--- config.mk ---
export PLATFORM = sky130hd
export DESIGN_NAME = mem_port_arbiter_flat
export DESIGN_NICKNAME = d
export VERILOG_FILES = /design/src/rtl/mem_port_arbiter_if.sv /design/src/rtl/mem_port_arbiter.sv /design/src/flat_wrapper.sv
export SDC_FILE = /design/constraint.sdc
export NUM_CORES = 1
export LEC_CHECK = 0
export BUFFER_PORTS_ARGS = -buffer_cell sky130_fd_sc_hd__buf_4
export CAP_MARGIN = 20
export CORE_ASPECT_RATIO = 1.75
export CORE_MARGIN = 3
export CORE_UTILIZATION = 40
export CTS_CLUSTER_SIZE = 8
export DETAILED_ROUTE_END_ITERATION = 6
export PLACE_DENSITY = 0.7
export SLEW_MARGIN = 20
export SYNTH_ARGS = -nofsm -noshare
export SYNTH_HDL_FRONTEND = slang
export SYNTH_SLANG_ARGS = --single-unit
export TNS_END_PERCENT = 1
--- constraint.sdc ---
create_clock -name clk -period 1.7 [get_ports clk]
set_input_delay 0.425 -clock clk [delete_from_list [all_inputs] [get_ports clk]]
set_output_delay 0.425 -clock clk [all_outputs]
set_load 0.01 [all_outputs]
--- src/rtl/mem_port_arbiter_if.sv ---
// Bus bundle between the two requesters (CPU, UART/IO), the shared
// single-port synchronous RAM and the memory port arbiter.
//   cpu_* / io_* : request, write flag, address, write data in;
//                  grant, one-cycle done pulse, read data out
//   mem_*        : shared RAM port (address, write data, write enable out;
//                  read data in, valid one cycle after the address)
//   busy         : arbiter is in the middle of an access
// Modports: slave = arbiter side, master = requester/RAM side.
interface mem_port_arbiter_if #(
    parameter int unsigned ADDR_W = 16,
    parameter int unsigned DATA_W = 16
);
    logic              cpu_req;
    logic              cpu_we;
    logic [ADDR_W-1:0] cpu_addr;
    logic [DATA_W-1:0] cpu_wdata;
    logic              cpu_gnt;
    logic              cpu_done;
    logic [DATA_W-1:0] cpu_rdata;

    logic              io_req;
    logic              io_we;
    logic [ADDR_W-1:0] io_addr;
    logic [DATA_W-1:0] io_wdata;
    logic              io_gnt;
    logic              io_done;
    logic [DATA_W-1:0] io_rdata;

    logic [ADDR_W-1:0] mem_addr;
    logic [DATA_W-1:0] mem_wdata;
    logic              mem_we;
    logic [DATA_W-1:0] mem_rdata;

    logic              busy;

    modport slave (
        input  cpu_req, cpu_we, cpu_addr, cpu_wdata,
        output cpu_gnt, cpu_done, cpu_rdata,
        input  io_req, io_we, io_addr, io_wdata,
        output io_gnt, io_done, io_rdata,
        output mem_addr, mem_wdata, mem_we,
        input  mem_rdata,
        output busy
    );

    modport master (
        output cpu_req, cpu_we, cpu_addr, cpu_wdata,
        input  cpu_gnt, cpu_done, cpu_rdata,
        output io_req, io_we, io_addr, io_wdata,
        input  io_gnt, io_done, io_rdata,
        input  mem_addr, mem_wdata, mem_we,
        output mem_rdata,
        input  busy
    );
endinterface

--- src/rtl/mem_port_arbiter.sv ---
// Two-requester arbiter for a shared single-port synchronous RAM.
// Each access takes IDLE -> ACCESS (grant + RAM cycle) -> RESP (done pulse,
// read data) -> IDLE, so one requester can be served every third cycle.
//
// Ports:
//   clk   : clock, rising edge
//   reset : synchronous, active-high
//   bus   : mem_port_arbiter_if.slave (CPU and IO request/response sets,
//           shared RAM port, busy flag)
//
// Build option:
//   MEM_ARB_ROUND_ROBIN_EN defined   -> simultaneous requests alternate,
//                                       the requester not served last wins.
//   MEM_ARB_ROUND_ROBIN_EN undefined -> fixed priority, CPU over IO.
module mem_port_arbiter #(
    parameter int unsigned ADDR_W = 16,
    parameter int unsigned DATA_W = 16
) (
    input  logic              clk,
    input  logic              reset,
    mem_port_arbiter_if.slave bus
);

    localparam logic [1:0] ST_IDLE   = 2'b00;
    localparam logic [1:0] ST_ACCESS = 2'b01;
    localparam logic [1:0] ST_RESP   = 2'b10;

    localparam logic OWN_CPU = 1'b0;
    localparam logic OWN_IO  = 1'b1;

    logic [1:0]        state;
    logic [1:0]        state_nxt;
    logic              owner;
    logic              owner_nxt;
    logic              hold_we;
    logic              hold_we_nxt;
    logic [ADDR_W-1:0] hold_addr;
    logic [ADDR_W-1:0] hold_addr_nxt;
    logic [DATA_W-1:0] hold_wdata;
    logic [DATA_W-1:0] hold_wdata_nxt;

    logic              cpu_gnt_q;
    logic              cpu_gnt_nxt;
    logic              io_gnt_q;
    logic              io_gnt_nxt;
    logic              cpu_done_q;
    logic              cpu_done_nxt;
    logic              io_done_q;
    logic              io_done_nxt;
    logic              mem_we_q;
    logic              mem_we_nxt;
    logic              busy_q;
    logic              busy_nxt;

    logic [DATA_W-1:0] cpu_rdata_q;
    logic [DATA_W-1:0] io_rdata_q;
    logic              rd_resp_cpu;
    logic              rd_resp_io;

    logic              any_req;
    logic              winner;

    assign any_req = bus.cpu_req | bus.io_req;

`ifdef MEM_ARB_ROUND_ROBIN_EN
    // Last-served pointer; resets to IO so the CPU wins the first tie.
    logic last_served;

    always_comb begin
        winner = OWN_IO;
        if (bus.cpu_req && bus.io_req) begin
            winner = (last_served == OWN_IO) ? OWN_CPU : OWN_IO;
        end else if (bus.cpu_req) begin
            winner = OWN_CPU;
        end
    end

    always_ff @(posedge clk) begin
        if (reset) begin
            last_served <= OWN_IO;
        end else if ((state == ST_IDLE) && any_req) begin
            last_served <= winner;
        end
    end
`else
    // Fixed priority: the CPU always wins a tie.
    assign winner = bus.cpu_req ? OWN_CPU : OWN_IO;
`endif

    // State register
    always_ff @(posedge clk) begin
        if (reset) begin
            state <= ST_IDLE;
        end else begin
            state <= state_nxt;
        end
    end

    // Next state, latched request, and next values of the registered outputs
    always_comb begin
        state_nxt      = state;
        owner_nxt      = owner;
        hold_we_nxt    = hold_we;
        hold_addr_nxt  = hold_addr;
        hold_wdata_nxt = hold_wdata;

        case (state)
            ST_IDLE: begin
                if (any_req) begin
                    state_nxt      = ST_ACCESS;
                    owner_nxt      = winner;
                    hold_we_nxt    = (winner == OWN_CPU) ? bus.cpu_we    : bus.io_we;
                    hold_addr_nxt  = (winner == OWN_CPU) ? bus.cpu_addr  : bus.io_addr;
                    hold_wdata_nxt = (winner == OWN_CPU) ? bus.cpu_wdata : bus.io_wdata;
                end
            end
            ST_ACCESS: state_nxt = ST_RESP;
            ST_RESP:   state_nxt = ST_IDLE;
            default:   state_nxt = ST_IDLE;
        endcase

        // Outputs are decoded from the state being entered so they line up
        // with that state once registered.
        cpu_gnt_nxt  = (state_nxt == ST_ACCESS) && (owner_nxt == OWN_CPU);
        io_gnt_nxt   = (state_nxt == ST_ACCESS) && (owner_nxt == OWN_IO);
        cpu_done_nxt = (state_nxt == ST_RESP) && (owner_nxt == OWN_CPU);
        io_done_nxt  = (state_nxt == ST_RESP) && (owner_nxt == OWN_IO);
        mem_we_nxt   = (state_nxt == ST_ACCESS) && hold_we_nxt;
        busy_nxt     = (state_nxt != ST_IDLE);
    end

    // Owner, holding registers and registered handshake outputs
    always_ff @(posedge clk) begin
        if (reset) begin
            owner      <= OWN_CPU;
            hold_we    <= 1'b0;
            hold_addr  <= '0;
            hold_wdata <= '0;
            cpu_gnt_q  <= 1'b0;
            io_gnt_q   <= 1'b0;
            cpu_done_q <= 1'b0;
            io_done_q  <= 1'b0;
            mem_we_q   <= 1'b0;
            busy_q     <= 1'b0;
        end else begin
            owner      <= owner_nxt;
            hold_we    <= hold_we_nxt;
            hold_addr  <= hold_addr_nxt;
            hold_wdata <= hold_wdata_nxt;
            cpu_gnt_q  <= cpu_gnt_nxt;
            io_gnt_q   <= io_gnt_nxt;
            cpu_done_q <= cpu_done_nxt;
            io_done_q  <= io_done_nxt;
            mem_we_q   <= mem_we_nxt;
            busy_q     <= busy_nxt;
        end
    end

    // Read completions: RAM data arrives during RESP
    assign rd_resp_cpu = (state == ST_RESP) && (owner == OWN_CPU) && !hold_we;
    assign rd_resp_io  = (state == ST_RESP) && (owner == OWN_IO)  && !hold_we;

    // Per-requester read data, held until that requester's next read
    always_ff @(posedge clk) begin
        if (reset) begin
            cpu_rdata_q <= '0;
            io_rdata_q  <= '0;
        end else begin
            if (rd_resp_cpu) begin
                cpu_rdata_q <= bus.mem_rdata;
            end
            if (rd_resp_io) begin
                io_rdata_q <= bus.mem_rdata;
            end
        end
    end

    // RAM data is forwarded during RESP so rdata is valid with done.
    assign bus.cpu_rdata = rd_resp_cpu ? bus.mem_rdata : cpu_rdata_q;
    assign bus.io_rdata  = rd_resp_io  ? bus.mem_rdata : io_rdata_q;

    // Handshakes and busy are masked while reset is held; mem_we is not,
    // so a write already on the RAM port in the reset cycle still lands.
    assign bus.cpu_gnt  = cpu_gnt_q  & ~reset;
    assign bus.io_gnt   = io_gnt_q   & ~reset;
    assign bus.cpu_done = cpu_done_q & ~reset;
    assign bus.io_done  = io_done_q  & ~reset;
    assign bus.busy     = busy_q     & ~reset;
    assign bus.mem_we   = mem_we_q;

    // RAM address/data always come from the holding registers.
    assign bus.mem_addr  = hold_addr;
    assign bus.mem_wdata = hold_wdata;

endmodule

--- src/flat_wrapper.sv ---
// flat-port wrapper written by rule: the top's interface ports become plain ports
module mem_port_arbiter_flat 
#(
    parameter int unsigned ADDR_W = 16,
    parameter int unsigned DATA_W = 16
)
  (clk, reset, bus_cpu_req, bus_cpu_we, bus_cpu_addr, bus_cpu_wdata, bus_cpu_gnt, bus_cpu_done, bus_cpu_rdata, bus_io_req, bus_io_we, bus_io_addr, bus_io_wdata, bus_io_gnt, bus_io_done, bus_io_rdata, bus_mem_addr, bus_mem_wdata, bus_mem_we, bus_mem_rdata, bus_busy);
  mem_port_arbiter_if #(.ADDR_W(ADDR_W), .DATA_W(DATA_W)) bus_i ();
  input  logic clk;
  input  logic reset;
  input wire logic [$bits(bus_i.cpu_req)-1:0] bus_cpu_req;
  input wire logic [$bits(bus_i.cpu_we)-1:0] bus_cpu_we;
  input wire logic [$bits(bus_i.cpu_addr)-1:0] bus_cpu_addr;
  input wire logic [$bits(bus_i.cpu_wdata)-1:0] bus_cpu_wdata;
  output wire logic [$bits(bus_i.cpu_gnt)-1:0] bus_cpu_gnt;
  output wire logic [$bits(bus_i.cpu_done)-1:0] bus_cpu_done;
  output wire logic [$bits(bus_i.cpu_rdata)-1:0] bus_cpu_rdata;
  input wire logic [$bits(bus_i.io_req)-1:0] bus_io_req;
  input wire logic [$bits(bus_i.io_we)-1:0] bus_io_we;
  input wire logic [$bits(bus_i.io_addr)-1:0] bus_io_addr;
  input wire logic [$bits(bus_i.io_wdata)-1:0] bus_io_wdata;
  output wire logic [$bits(bus_i.io_gnt)-1:0] bus_io_gnt;
  output wire logic [$bits(bus_i.io_done)-1:0] bus_io_done;
  output wire logic [$bits(bus_i.io_rdata)-1:0] bus_io_rdata;
  output wire logic [$bits(bus_i.mem_addr)-1:0] bus_mem_addr;
  output wire logic [$bits(bus_i.mem_wdata)-1:0] bus_mem_wdata;
  output wire logic [$bits(bus_i.mem_we)-1:0] bus_mem_we;
  input wire logic [$bits(bus_i.mem_rdata)-1:0] bus_mem_rdata;
  output wire logic [$bits(bus_i.busy)-1:0] bus_busy;
  assign bus_i.cpu_req = bus_cpu_req;
  assign bus_i.cpu_we = bus_cpu_we;
  assign bus_i.cpu_addr = bus_cpu_addr;
  assign bus_i.cpu_wdata = bus_cpu_wdata;
  assign bus_cpu_gnt = bus_i.cpu_gnt;
  assign bus_cpu_done = bus_i.cpu_done;
  assign bus_cpu_rdata = bus_i.cpu_rdata;
  assign bus_i.io_req = bus_io_req;
  assign bus_i.io_we = bus_io_we;
  assign bus_i.io_addr = bus_io_addr;
  assign bus_i.io_wdata = bus_io_wdata;
  assign bus_io_gnt = bus_i.io_gnt;
  assign bus_io_done = bus_i.io_done;
  assign bus_io_rdata = bus_i.io_rdata;
  assign bus_mem_addr = bus_i.mem_addr;
  assign bus_mem_wdata = bus_i.mem_wdata;
  assign bus_mem_we = bus_i.mem_we;
  assign bus_i.mem_rdata = bus_mem_rdata;
  assign bus_busy = bus_i.busy;
  mem_port_arbiter #(.ADDR_W(ADDR_W), .DATA_W(DATA_W)) u_core (.clk(clk), .reset(reset), .bus(bus_i));
endmodule
==> results by group, run 1 <==
Status
  – Status: finished with violations
  – Failing checks: setup timing

Clock network
  – CTS root buf: clkbuf_16
  – Clock Pin Slew Worst Setup and Hold Paths: 0.05 ns
  – H-tree levels: 3
  – Sink Count: 74
  – Bufs on Longest Clock Path: 2
  – Hold-fix buffers at CTS: 0
  – Clock buffer count from CTS: 9
  – Clk_lat worst skew: about 0.33 ns
  – CTS tree: built

Detailed routing
  – DR vias/cell: roughly 5
  – WL final: 8710 um
  – DR DRC count: 0
  – Post-route antenna net violation count: 0
  – WL per Instance: approximately 16 um
  – Routed vias: between 2000 and 3000
  – Initial DRC count: 58
  – First-pass DRT Iterations: 4

Floorplan
  – Ports: 156
  – Core ar.: approximately 8000 sq um
  – Die Y: between 100 and 150 um
  – Placement Rows: between 40 and 50
  – Die W: ~75 um
  – Die area: between 9000 and 10000 sq um
  – Starting density of the core: 41.4%

Power
  – Cell Int Power: 3.45 mW
  – Combinational power share: about a fifth
  – NetSw: around 1.2 mW
  – Maximum VDD drop: ~0.00056 V
  – Overall power: between 4 and 5 mW
  – Net switching fraction of the power: between 20% and 30%
  – P per Cell Area: 905 nW/um^2
  – Seq pwr share: 41.4%
  – LEAKAGE: around 2.4 nW
  – Clk pwr share: between 30% and 40%

STA
  – Fin crit share: 124%
  – Unrepaired setup endpoints after global routing: true
  – Final setup violation count: 32
  – Final worst path period need: 2.11 ns
  – Hold Vio Cnt, Final: 0
  – Worst Tran Pin Value: around 0.38 ns
  – Max_slew headroom: 74.8%
  – Hold WS: approximately 0.33 ns
  – TNS Setup: -12.85 ns
  – Maximum clock rate: 0.474 GHz
  – Max-slew violations: 0
  – Fin worst setup slack: -0.412 ns
  – Final setup skew: 0.00597 ns

Critical path
  – WP data arrival: between 1.5 and 2 ns
  – Crit-path max FO: 8
  – Crit-path cells: and4bb_2 -> buf_6 -> buf_16 -> mux2_4 -> buf_6
  – Crit-path slowest cell: dfxtp_2
  – Most used cell, CP: buf_6
  – RR Endpoint: u_core.cpu_rdata_q[6]
  – CP Capture Type: output pin
  – CP required: about 1.3 ns
  – CP Class: reg2out
  – Cells on worst reg2reg path: 5
  – Crit start category: register
  – R2R Setup Slk: 0.10 ns
  – Worst r2r src: u_core.state[0]
  – Worst stage delay on the critical path: approximately 0.34 ns

Flow run
  – Max Cap Viol: 0

Finish
  – Fin util: between 60% and 70%
  – Share of layout cells above drive strength 1: 57.5%
  – ANT cells: 0
  – P&R area growth vs syn: 54.4%
  – # fillers: ~660
  – Layout Nets: around 530

Min path
  – Hold path cells: 2
  – Hold Path End: u_core.io_rdata_q[14]
  – Hold Path Class: in2reg
  – Hold Startpoint: reset

Placement
  – Routability cong.: approximately 0.76
  – Hpwl dp: ~6300 um
  – I/O Buffers: around 160
  – Place WS: -0.0796 ns

GRT
  – First-pass GRT wire length: between 10000 and 15000 um
  – Overall Global Routing Usage: 18.9%
  – Grt ovf: 0
  – Vias in the first global route: slightly below 3000
  – Initial antenna violation count: 0
  – Largest net degree at the start of global routing: 35

Yosys
  – Syn_nets: roughly 370
  – Number of synthesized register bits: 74
  – Cell variety after synth: 23
  – Mean Syn Cell Area: between 10 and 15 sq um
  – Synth warn: 0
  – Mapped Area: 3320 sq um
  – Post-Synthesis Cells: between 200 and 300
  – Register area share after synthesis: 44.7%
==> layout make-up <==
class / count / area, sq um / share of cell area, %
Clock inverter: 4 / 26.3 / 0.513
Timing Repair Buffer: 176 / 1500 / 29.3
Sequential cell: 74 / 1490 / 29.0
Clock buffer: 12 / 256 / 5.01
Tap cell: 90 / 113 / 2.20
Inverter: 1 / 3.75 / 0.0733
Multi-Input combinational cell: 185 / 1730 / 33.8
==> cell usage in the layout, fill, tap and decap left out, types with 3 or more instances in the layout <==
cell type / Yosys / layout
dfxtp_1: 74 / 70
mux2_4: 16 / 32
mux2i_1: 33 / 33
a211oi_2: 29 / 29
nor3_1: 3 / 3
buf_4: 0 / 137
and2b_1: 10 / 10
nor2b_1: 27 / 27
clkbuf_16: 0 / 9
a211oi_1: 5 / 5
buf_6: 8 / 36
dfxtp_2: 0 / 4
a21oi_1: 34 / 34
==> cell families after synthesis <==
group                  count (synthesis)  synth area share [%]
AO/OA/AOI/OAI                         69                  17.4
flip-flops                            74                  44.7
multiplexers                          65                  22.6
AND/OR/NAND/NOR                       51                  10.3
buffers and inverters                 27                  5.02
==> flip-flops by register name (all words and copies together) (netlist names) <==
register              cells
u_core.bus.mem_addr      16
u_core.bus.mem_wdata     16
u_core.cpu_rdata_q       16
u_core.io_rdata_q        16
u_core.state              2
u_core.bus.mem_we         1
u_core.busy_q             1
u_core.cpu_done_q         1
u_core.cpu_gnt_q          1
u_core.hold_we            1
u_core.io_done_q          1
u_core.io_gnt_q           1
u_core.owner              1
==> layer usage <==
metal | GRT usage (%) | routed length (um) | vias up
met1 | 19.9 | 3270 | 1266
met2 | 33.9 | 4740 | 110
met3 | 4.60 | 531 | 18
met4 | 8.60 | 168 | 0
li1 | - | - | 1345
met5 | 0 | 0 | -
==> cells in the mapped netlist, drive strengths merged <==
library cell	n	area, sq um
a211oi	34	400
a21oi	34	170
and2	1	6.26
and2b	10	75.1
and3	1	6.26
and4bb	1	12.5
buf	12	110
clkbuf	14	52.6
dfxtp	74	1480
inv	1	3.75
mux2	32	420
mux2i	33	330
nand2	2	7.51
nor2	3	11.3
nor2b	27	169
nor3	3	15.0
nor4b	2	32.5
o21ai	1	5.00
or2	1	6.26
==> metrics by stage <==
| stage | instance area, sq um | cells |
|---|---|---|
| 6_report | 5120 | 542 |
| 5_1_grt | 5120 | 542 |
| 4_1_cts | 5120 | 542 |
| 3_5_place_dp | 4580 | 521 |
| 3_3_place_gp | 4580 | 521 |
| 2_1_floorplan | 3320 | 286 |
==> power groups by stage <==
stage	sequential [mW]	combinational [mW]	clock, mW
after global routing	1.93	1.04	1.88
after global placement	1.95	0.915	0
after CTS	1.92	0.973	1.79
after floorplan	1.99	0.459	0
after detailed placement	1.95	0.933	0
final	1.92	0.962	1.75
==> how the worst max path moves through the flow <==
stage / start / to / slack (ns) / cells after the start
after floorplan: u_core.hold_we / bus_cpu_rdata[10] / -0.04 / 3
after global placement: u_core.state[0] / bus_io_rdata[0] / -0.05 / 4
after detailed placement: u_core.hold_we / bus_cpu_rdata[0] / -0.08 / 4
after CTS: u_core.state[0] / bus_io_rdata[11] / -0.40 / 5
after global routing: u_core.state[0] / bus_cpu_rdata[0] / -0.46 / 4
final: u_core.state[0] / bus_io_rdata[1] / -0.41 / 5
==> worst max-delay path, delay by kind of cell (launching register included) <==
kind / cells / cell delay, ns
buffers and inverters: 3 / 0.37
multiplexers: 1 / 0.31
flip-flops: 1 / 0.34
AND/OR/NAND/NOR: 1 / 0.33
==> repair_timing <==
| item | CTS | global route |
|---|---|---|
| pin swaps | 2 | 1 |
| setup endpoints to repair | 32 | 32 |
| buffers inserted | 4 | 0 |
| gates cloned | 1 | 0 |
| gates resized for setup | 55 | 1 |
(Power assumes the default switching activity.)
==> run 2, diff against run 1 <==
--- a/config.mk
+++ b/config.mk
@@ -13,6 +13,7 @@
 export CTS_CLUSTER_SIZE = 8
 export DETAILED_ROUTE_END_ITERATION = 6
 export PLACE_DENSITY = 0.7
+export RECOVER_POWER = 25
 export SLEW_MARGIN = 20
 export SYNTH_ARGS = -nofsm -noshare
 export SYNTH_HDL_FRONTEND = slang
==> run 2 against run 1 <==
  * The run still ends with setup timing left
  * Maximum frequency increased by 0.24%
  * Clock power barely moved
  * Via count up 0.62%
  * Global-route usage unchanged
  * Wire length fell by 0.13%
  * Critical endpoint unchanged
  * Cell count unchanged
  * Largest power group unchanged
  * Worst hold slack improved by 0.091 ns
  * Sequential share of layout area up 0.58 points
  * Register-to-register slack about the same
  * Sequential power hardly changed
  * Power is 1.2% lower
  * Combinational power is 5.5% lower
==> results by group, run 2 (synthesis gave the netlist of run 1 again) <==
Clock network
  – Bufs on Longest Clock Path: 2 (unchanged)
  – CTS root buf: clkbuf_16
  – H-tree levels: 3 (unchanged)
  – CTS tree: built
  – Clk_lat worst skew: 0.33 ns (about the same)
  – Hold-fix buffers at CTS: 0 (unchanged)
  – Sink Count: 74 (unchanged)
  – Clock Pin Slew Worst Setup and Hold Paths: 0.05 ns (about the same)
  – Clock buffer count from CTS: 9 (unchanged)

Power
  – Overall power: 4.58 mW (-1.2%)
  – LEAKAGE: 2.26 nW (-4.4%)
  – Maximum VDD drop: 0.000564 V (+0.39%)
  – P per Cell Area: 912 nW/um^2 (+0.79%)

Floorplan
  – Die area: 9460 sq um (unchanged)
  – Die W: 74.8 um (unchanged)
  – Ports: 156 (unchanged)
  – Placement Rows: 43 (unchanged)
  – Starting density of the core: 41.4% (unchanged)
  – Die Y: 126 um (unchanged)
  – Core ar.: 8020 sq um (unchanged)

Finish
  – Fin util: 62.6% (-1.2 points)
  – # fillers: 678 (+3.0%)
  – Commonest cells after routing, fill and taps aside: 110 x buf_4, 70 x dfxtp_1, 36 x buf_6, 34 x a21oi_1, 33 x mux2i_1
  – Share of layout cells above drive strength 1: 51.8% (-5.8 points)
  – Layout Nets: 533 (unchanged)
  – Fin cells: 542 (unchanged)
  – Design area: 5020 sq um (-2.0%)
  – Register Area: 1490 sq um (unchanged)
  – Commonest non-fill, non-tap cell in the layout: buf_4
  – P&R area growth vs syn: 51.4%
  – Footprint of the multi-input gates: 1730 sq um (unchanged)
  – ANT cells: 0 (unchanged)

STA
  – Fin crit share: 124% (-0.30 points)
  – Max-slew violations: 0 (unchanged)
  – Final setup violation count: 32 (unchanged)
  – Final worst path period need: 2.11 ns (-0.00505 ns)
  – Hold Vio Cnt, Final: 0 (unchanged)
  – Hold WS: 0.421 ns (+0.0909 ns)
  – TNS Setup: -12.69 ns (+0.160 ns)
  – Worst Tran Pin Value: 0.661 ns (+0.282 ns)
  – Unrepaired setup endpoints after global routing: true
  – Fin worst setup slack: -0.407 ns (+0.00505 ns)
  – Max_slew headroom: 56.0% (-19 points)
  – Maximum clock rate: 0.475 GHz (+0.24%)
  – Final setup skew: 0.00552 ns (-0.000458 ns)

Status
  – Failing checks: setup timing
  – Status: finished with violations

Min path
  – Hold Path Class: in2reg

Detailed routing
  – Routed vias: 2756 (+0.62%)
  – Initial DRC count: 63 (+8.6%)
  – DR vias/cell: 5.08 (+0.62%)
  – DR DRC count: 0 (unchanged)
  – WL final: 8700 um (-0.13%)
  – First-pass DRT Iterations: 4 (unchanged)
  – Post-route antenna net violation count: 0 (unchanged)
  – WL per Instance: 16.0 um (-0.13%)

GRT
  – Vias in the first global route: 2913 (unchanged)
  – Largest net degree at the start of global routing: 35 (unchanged)
  – Overall Global Routing Usage: 18.9% (unchanged)
  – Grt ovf: 0 (unchanged)
  – Initial antenna violation count: 0 (unchanged)
  – First-pass GRT wire length: 13800 um (unchanged)

Placement
  – Hpwl dp: 6250 um (unchanged)
  – Place WS: -0.0796 ns (unchanged)
  – Routability cong.: 0.756 (unchanged)
  – I/O Buffers: 155 (unchanged)
  – Placed instance count: 521 (unchanged)
  – Area after DPL: 4580 sq um (unchanged)

Critical path
  – WP data arrival: 1.68 ns (about the same)
  – Crit-path max FO: 8 (unchanged)
  – CP Class: reg2out
  – Crit start category: register
  – CP required: 1.27 ns (about the same)
  – CP Capture Type: output pin

Flow run
  – Max Cap Viol: 0 (unchanged)
[run 2: timing repair]
action                     4_1_cts  5_1_grt
pin swaps                        2        1
gates cloned                     1        0
gates resized for setup         55        1
setup endpoints to repair       32       32
buffers inserted                 4        0
[run 2: worst paths after layout]
check | slack (ns) | start | to | cells after the start
setup / recovery | -0.41 | u_core.state[0] | bus_io_rdata[1] | 5
hold / removal | 0.42 | bus_io_req | u_core.owner | 3
setup reg to reg | 0.10 | u_core.state[0] | u_core.cpu_rdata_q[6] | 5
hold reg to reg | 0.49 | u_core.owner | u_core.cpu_done_q | 1
[run 2: routing by layer]
metal	routed length (um)	up-vias	part of all wire (%)	global-route usage, %
li1	-	1345	-	-
met3	532	20	6.1	4.60
met4	181	0	2.1	8.60
met5	0	-	0	0
met1	3260	1281	38	19.9
met2	4720	110	54	33.9
[run 2: layout make-up]
class	instances	area share, %
inverter	1	0.0748
clock inverter	4	0.524
timing repair buffer	176	27.9
clock buffer	12	5.11
tap	90	2.24
multi-input combinational	185	34.5
sequential	74	29.6
[run 2: report_power, final]
part | switching, mW | total, mW | internal, mW
clock | 0.687 | 1.75 | 1.06
sequential | 0.0608 | 1.92 | 1.86
combinational | 0.437 | 0.909 | 0.472
total | 1.18 | 4.58 | 3.39
[run 2: worst max-delay path: stages, from the launching register on]
cell and delay (ns):
dfxtp_2 0.34, and4bb_2 0.33, buf_6 0.12, buf_16 0.13, mux2_4 0.31, buf_6 0.12
